[src/rtl/cla_seq_arbiter_pkg.sv]
// rtl/cla_seq_arbiter_pkg.sv - shared types and constants for the nibble-serial CLA arbiter
// Contents:
//   NIBBLE_W   width of the shared carry-lookahead slice
//   MAX_WIDTH  widest operand the response struct can carry
//   state_t    sequencer states (IDLE, RUN, DONE)
//   rsp_t      response bundle (id, sum, cout, ovf)
//   pick_grant round-robin tie-break between the two requesters

package cla_seq_arbiter_pkg;

   localparam int NIBBLE_W  = 4;
   localparam int MAX_WIDTH = 64;

   typedef enum logic [1:0] {
      IDLE = 2'd0,
      RUN  = 2'd1,
      DONE = 2'd2
   } state_t;

   // The sum field is sized for the widest supported operand; narrower
   // instances zero-extend into it and slice back out.
   typedef struct packed {
      logic                 id;
      logic [MAX_WIDTH-1:0] sum;
      logic                 cout;
      logic                 ovf;
   } rsp_t;

   // Requester index that wins when at least one request is valid.
   // With both valid the round-robin pointer decides; otherwise the
   // single valid requester wins (returns 0 when neither is valid, the
   // caller qualifies with the OR of the valids).
   function automatic logic pick_grant(input logic v0, input logic v1, input logic rr);
      return (v0 && v1) ? rr : v1;
   endfunction

endpackage

[src/rtl/cla_seq_arbiter_cla4_slice.sv]
// rtl/cla_seq_arbiter_cla4_slice.sv - combinational 4-bit carry-lookahead adder slice
// Ports:
//   a, b    nibble operands
//   cin     carry into bit 0
//   sum     nibble sum
//   c4      carry out of bit 3
//   grp_p   group propagate (all four bits propagate)
//   grp_g   group generate (the nibble generates a carry on its own)

module cla4_slice
   import cla_seq_arbiter_pkg::*;
(
   input  logic [NIBBLE_W-1:0] a,
   input  logic [NIBBLE_W-1:0] b,
   input  logic                cin,
   output logic [NIBBLE_W-1:0] sum,
   output logic                c4,
   output logic                grp_p,
   output logic                grp_g
);

   logic [3:0] g;
   logic [3:0] p;
   logic [4:0] c;

   // Inclusive-OR propagate: still correct for carries, and the sum uses a^b
   // directly so the choice of propagate does not affect it.
   assign g = a & b;
   assign p = a | b;

   assign c[0] = cin;
   assign c[1] = g[0] | (p[0] & cin);
   assign c[2] = g[1] | (p[1] & g[0]) | (p[1] & p[0] & cin);
   assign c[3] = g[2] | (p[2] & g[1]) | (p[2] & p[1] & g[0])
               | (p[2] & p[1] & p[0] & cin);

   assign grp_g = g[3] | (p[3] & g[2]) | (p[3] & p[2] & g[1])
                | (p[3] & p[2] & p[1] & g[0]);
   assign grp_p = &p;
   assign c[4]  = grp_g | (grp_p & cin);

   assign sum = a ^ b ^ c[3:0];
   assign c4  = c[4];

endmodule

[src/rtl/cla_seq_arbiter.sv]
// rtl/cla_seq_arbiter.sv - two-requester round-robin sequencer for a nibble-serial CLA add/sub
// Ports:
//   clk, rst_n                   clock (rising edge), asynchronous active-low reset
//   req0_valid/ready/a/b/sub     requester 0 operation handshake and operands
//   req1_valid/ready/a/b/sub     requester 1 operation handshake and operands
//   rsp_valid, rsp_ready         result handshake
//   rsp_id                       index of the requester the result belongs to
//   rsp_sum, rsp_cout, rsp_ovf   result, carry out (sub: 1 = no borrow), signed overflow
// WIDTH must be a multiple of 4, at least 4 and no wider than MAX_WIDTH.

module cla_seq_arbiter
   import cla_seq_arbiter_pkg::*;
#(
   parameter int WIDTH = 16
) (
   input  logic             clk,
   input  logic             rst_n,
   input  logic             req0_valid,
   output logic             req0_ready,
   input  logic [WIDTH-1:0] req0_a,
   input  logic [WIDTH-1:0] req0_b,
   input  logic             req0_sub,
   input  logic             req1_valid,
   output logic             req1_ready,
   input  logic [WIDTH-1:0] req1_a,
   input  logic [WIDTH-1:0] req1_b,
   input  logic             req1_sub,
   output logic             rsp_valid,
   input  logic             rsp_ready,
   output logic             rsp_id,
   output logic [WIDTH-1:0] rsp_sum,
   output logic             rsp_cout,
   output logic             rsp_ovf
);

   localparam int NNIB  = WIDTH / NIBBLE_W;
   localparam int IDX_W = (NNIB > 1) ? $clog2(NNIB) : 1;
   localparam logic [IDX_W-1:0] LAST_IDX = IDX_W'(NNIB - 1);

   state_t           state;
   state_t           state_nx;
   logic             rr;
   logic [WIDTH-1:0] a_q;
   logic [WIDTH-1:0] b_q;      // already inverted for subtraction
   logic [WIDTH-1:0] sum_q;
   logic             carry_q;
   logic [IDX_W-1:0] idx_q;
   logic             id_q;

   logic             any_req;
   logic             grant;
   logic             accept;
   logic             rsp_fire;
   logic             last_nib;

   logic [NIBBLE_W-1:0] nib_a;
   logic [NIBBLE_W-1:0] nib_b;
   logic [NIBBLE_W-1:0] nib_sum;
   logic                nib_c4;
   logic                grp_p;
   logic                grp_g;

   rsp_t             rsp_pack;
   logic             unused_bits;

   // ------------------------------------------------------------------
   // Arbitration and handshakes
   // ------------------------------------------------------------------
   // Readies are gated by rst_n so nothing looks accepted while reset is
   // asserted, even though the state register already reads IDLE.
   always_comb begin
      any_req    = req0_valid | req1_valid;
      grant      = pick_grant(req0_valid, req1_valid, rr);
      accept     = rst_n && (state == IDLE) && any_req;
      req0_ready = accept && !grant;
      req1_ready = accept &&  grant;
      rsp_fire   = (state == DONE) && rsp_ready;
      last_nib   = (idx_q == LAST_IDX);
   end

   // ------------------------------------------------------------------
   // Sequencer FSM
   // ------------------------------------------------------------------
   always_ff @(posedge clk or negedge rst_n) begin
      if (!rst_n) begin
         state <= IDLE;
      end else begin
         state <= state_nx;
      end
   end

   always_comb begin
      state_nx  = state;
      rsp_valid = 1'b0;
      case (state)
         IDLE: begin
            if (accept) begin
               state_nx = RUN;
            end
         end
         RUN: begin
            if (last_nib) begin
               state_nx = DONE;
            end
         end
         DONE: begin
            rsp_valid = 1'b1;
            if (rsp_ready) begin
               state_nx = IDLE;
            end
         end
         default: begin
            state_nx = IDLE;
         end
      endcase
   end

   // ------------------------------------------------------------------
   // Shared slice: nibble select from the captured operands
   // ------------------------------------------------------------------
   always_comb begin
      nib_a = '0;
      nib_b = '0;
      for (int n = 0; n < NNIB; n++) begin
         if (idx_q == IDX_W'(n)) begin
            nib_a = a_q[n*NIBBLE_W +: NIBBLE_W];
            nib_b = b_q[n*NIBBLE_W +: NIBBLE_W];
         end
      end
   end

   cla4_slice u_slice (
      .a     (nib_a),
      .b     (nib_b),
      .cin   (carry_q),
      .sum   (nib_sum),
      .c4    (nib_c4),
      .grp_p (grp_p),
      .grp_g (grp_g)
   );

   // ------------------------------------------------------------------
   // Operand capture, nibble iteration and round-robin pointer
   // ------------------------------------------------------------------
   // Subtraction is A + ~B + 1: invert B at capture and seed the carry with
   // the sub flag, so the RUN loop is identical for both operations.
   always_ff @(posedge clk or negedge rst_n) begin
      if (!rst_n) begin
         a_q     <= '0;
         b_q     <= '0;
         sum_q   <= '0;
         carry_q <= 1'b0;
         idx_q   <= '0;
         id_q    <= 1'b0;
         rr      <= 1'b0;
      end else begin
         if (accept) begin
            if (grant) begin
               a_q     <= req1_a;
               b_q     <= req1_sub ? ~req1_b : req1_b;
               carry_q <= req1_sub;
            end else begin
               a_q     <= req0_a;
               b_q     <= req0_sub ? ~req0_b : req0_b;
               carry_q <= req0_sub;
            end
            idx_q <= '0;
            id_q  <= grant;
         end else if (state == RUN) begin
            for (int n = 0; n < NNIB; n++) begin
               if (idx_q == IDX_W'(n)) begin
                  sum_q[n*NIBBLE_W +: NIBBLE_W] <= nib_sum;
               end
            end
            carry_q <= nib_c4;
            idx_q   <= idx_q + IDX_W'(1);
         end

         // The requester just served loses the next tie.
         if (rsp_fire) begin
            rr <= ~id_q;
         end
      end
   end

   // ------------------------------------------------------------------
   // Response
   // ------------------------------------------------------------------
   // Overflow: operands (after the B inversion) agree in sign but the
   // result sign differs. All terms are registers, so the response stays
   // stable while DONE waits on rsp_ready.
   always_comb begin
      rsp_pack.id   = id_q;
      rsp_pack.sum  = MAX_WIDTH'(sum_q);
      rsp_pack.cout = carry_q;
      rsp_pack.ovf  = (a_q[WIDTH-1] == b_q[WIDTH-1]) && (sum_q[WIDTH-1] != a_q[WIDTH-1]);
   end

   assign rsp_id   = rsp_pack.id;
   assign rsp_sum  = rsp_pack.sum[WIDTH-1:0];
   assign rsp_cout = rsp_pack.cout;
   assign rsp_ovf  = rsp_pack.ovf;

   // Group P/G and the struct's headroom bits are not needed by a serial
   // nibble loop.
   assign unused_bits = (^(rsp_pack.sum >> WIDTH)) ^ grp_p ^ grp_g;

endmodule

[config.mk]
export PLATFORM = sky130hd
export DESIGN_NAME = cla_seq_arbiter
export DESIGN_NICKNAME = d
export VERILOG_FILES = /design/src/rtl/cla_seq_arbiter_pkg.sv /design/src/rtl/cla_seq_arbiter_cla4_slice.sv /design/src/rtl/cla_seq_arbiter.sv
export SDC_FILE = /design/constraint.sdc
export NUM_CORES = 1
export LEC_CHECK = 0
export CAP_MARGIN = 25
export CORE_MARGIN = 3
export CORE_UTILIZATION = 30
export CTS_CLUSTER_SIZE = 20
export DETAILED_ROUTE_END_ITERATION = 12
export PLACE_DENSITY = 0.56
export SKIP_CTS_REPAIR_TIMING = 1
export SLEW_MARGIN = 5
export SYNTH_ARGS = -nofsm -noshare
export SYNTH_HDL_FRONTEND = slang
export SYNTH_HIERARCHICAL = 1
export SYNTH_SLANG_ARGS = --single-unit
[constraint.sdc]
create_clock -name clk -period 8.7 [get_ports clk]
set_input_delay 1.74 -clock clk [delete_from_list [all_inputs] [get_ports clk]]
set_output_delay 1.74 -clock clk [all_outputs]
set_load 0.02 [all_outputs]
==> summary.txt <==
Cells and area
  • Final net count: 512
  • Layout cells sized above 1: 0.0841
  • Non-Filler Instances: 568
  • Fillers: 1118
  • Antenna cells: 0
  • Core Util, Final: 0.417
  • Area grow syn2layout: 33.3%

Placement
  • Final Wtd Congestion: 0.822
  • Placed cells: 559
  • Number of port buffers: 92
  • Hpwl dp: 6580 µm

STA
  • Slew at the pin closest to its max-slew limit: 998 ps
  • Clock Skews: 5.62 ps
  • FMAX: 171 MHz
  • RSZ-0062 raised after global routing: no
  • Max-slew headroom: 0.335
  • Fin. max-slew vios: 0
  • Final Hold Violating Endpoints: 0
  • Hold WS: 511 ps
  • # setup viols final: 0
  • Final setup TNS: 0 ps
  • Fin crit share: 0.674
  • Minimum clock period: 5860 ps

Floorplan
  • Chip Height: 113 µm
  • Die Wd: 113 µm
  • IO Pins: 93
  • Core ar.: 11100 µm²
  • # rows: 38
  • Die Area: 12900 µm²
  • Initial Utilization: 0.313

Synth
  • Mapped Nets: 437
  • Synthesized area: 3470 µm²
  • Synth Instances: 352
  • Synthesized area per cell: 9.85 µm²
  • Synth warn: 6

Critical path
  • Crit start category: input pin
  • CP max FO: 35
  • CP required: 6960 ps
  • Worst Path Arrival: 4120 ps
  • Crit path capture type: output port
  • Critical path class: input pin to output port

Detailed routing
  • Via density: 5.02
  • Routed wire length per instance: 15.6 µm
  • Drt first-iter violations: 134
  • Vias post-DR: 2849
  • Drt pass-1 iters: 5
  • DRC viols: 0
  • Remaining antenna violation count: 0
  • Routed wire length: 8850 µm

Flow run
  • Max-Cap Viols: 0

Clock tree
  • Max clock buf depth: 2
  • Clock root buffer: clkbuf_16
  • CTS HTree Levels: 2
  • CTS Sinks: 55
  • Clk_lat worst skew: 290 ps
  • Total CTS buffers: 5
  • TritonCTS clock tree: built
  • Clk slew on worst S/H paths: 60 ps

Pwr
  • PnR Total Power: 1.54 mW
  • Maximum vdd drop: 0.189 mV
  • Power Density: 334 nW/µm²
  • Pleak: 1.97 nW

Global route
  • Vias in the first global route: 2949
  • Initial antenna violation count: 0
  • First-pass GRT wire length: 14800 µm
  • Largest net degree at the start of global routing: 57
  • Gr ovfl total: 0
  • GRT Util Overall: 0.140

Worst hold path
  • Hold Path Class: flip-flop to flip-flop

Status
  • Status: finished, final reports clean
[where the power goes]
part,switching [mW],total (mW),internal [mW]
Combinational,0.460,0.871,0.410
Sequential,0.0809,0.467,0.386
Clock,0.0836,0.206,0.123
Total,0.625,1.54,0.919
[worst max-delay path: stages]
cell,delay (ps)
clkdlybuf4s50_1,440
nand2b_1,720
buf_4,350
nor3b_2,220
clkdlybuf4s50_1,640
[cell type report]
cell class	instances	area (µm²)	area share
multi-input combinational	231	1810	0.391
timing repair buffer	99	976	0.211
inverter	35	131	0.0284
sequential	55	1380	0.298
tap	140	175	0.0379
clock buffer	8	156	0.0338
[path summary, 6_finish.rpt]
| check | startpoint | end | slack, ps | cells after the start |
|---|---|---|---|---|
| worst max-delay path | req0_valid | req1_ready | 2840 | 5 |
| worst min-delay path | rsp_sum[13]$_DFFE_PN0P_ | rsp_sum[13]$_DFFE_PN0P_ | 510 | 1 |
| worst max register to register | idx_q[1]$_DFFE_PN0P_ | rsp_sum[11]$_DFFE_PN0P_ | 5090 | 10 |
| worst min register to register | rsp_sum[13]$_DFFE_PN0P_ | rsp_sum[13]$_DFFE_PN0P_ | 510 | 1 |
| max in group asynchronous | rst_n | b_q[12]$_DFFE_PN0P_ | 6660 | 2 |
| min in group asynchronous | rst_n | rsp_sum[12]$_DFFE_PN0P_ | 1580 | 2 |
[through the flow]
step	cell area [µm²]	setup WS [ps]
floorplan	3470	3870
global placement	4450	2810
detailed placement	4450	2780
CTS	4610	2770
global route	4620	2630
finish	4620	2840
[routing by layer]
metal,GRT usage,wire [µm],vias to the layer above
met3,0.0265,517,5
met5,0,0,-
met1,0.198,4170,1346
li1,-,-,1410
met4,0.0313,76,0
met2,0.225,4080,88
[registers in the layout, summed over array words and instances, names as in the netlist]
register	flops
rsp_sum	16
rsp_id	1
idx_q	2
rsp_cout	1
rr	1
state	2
b_q	16
a_q	16
[cell usage in the layout (no fill, tap or decap), types with 2 or more instances in the layout]
cell / instances
o21ai_0: 19
dfrtp_1: 55
clkdlybuf4s50_1: 91
o31ai_1: 23
clkbuf_16: 5
mux2i_1: 2
nand2b_1: 2
nand2_1: 16
xor2_1: 17
buf_4: 6
a21oi_1: 20
mux2_2: 17
a221oi_1: 7
nor2_1: 5
a221o_1: 17
a2111oi_0: 17
inv_1: 35
xnor2_1: 19
clkbuf_8: 2
o21bai_1: 2
and3_1: 16
nor2b_1: 9
ha_1: 13
(Power assumes the default switching activity.)
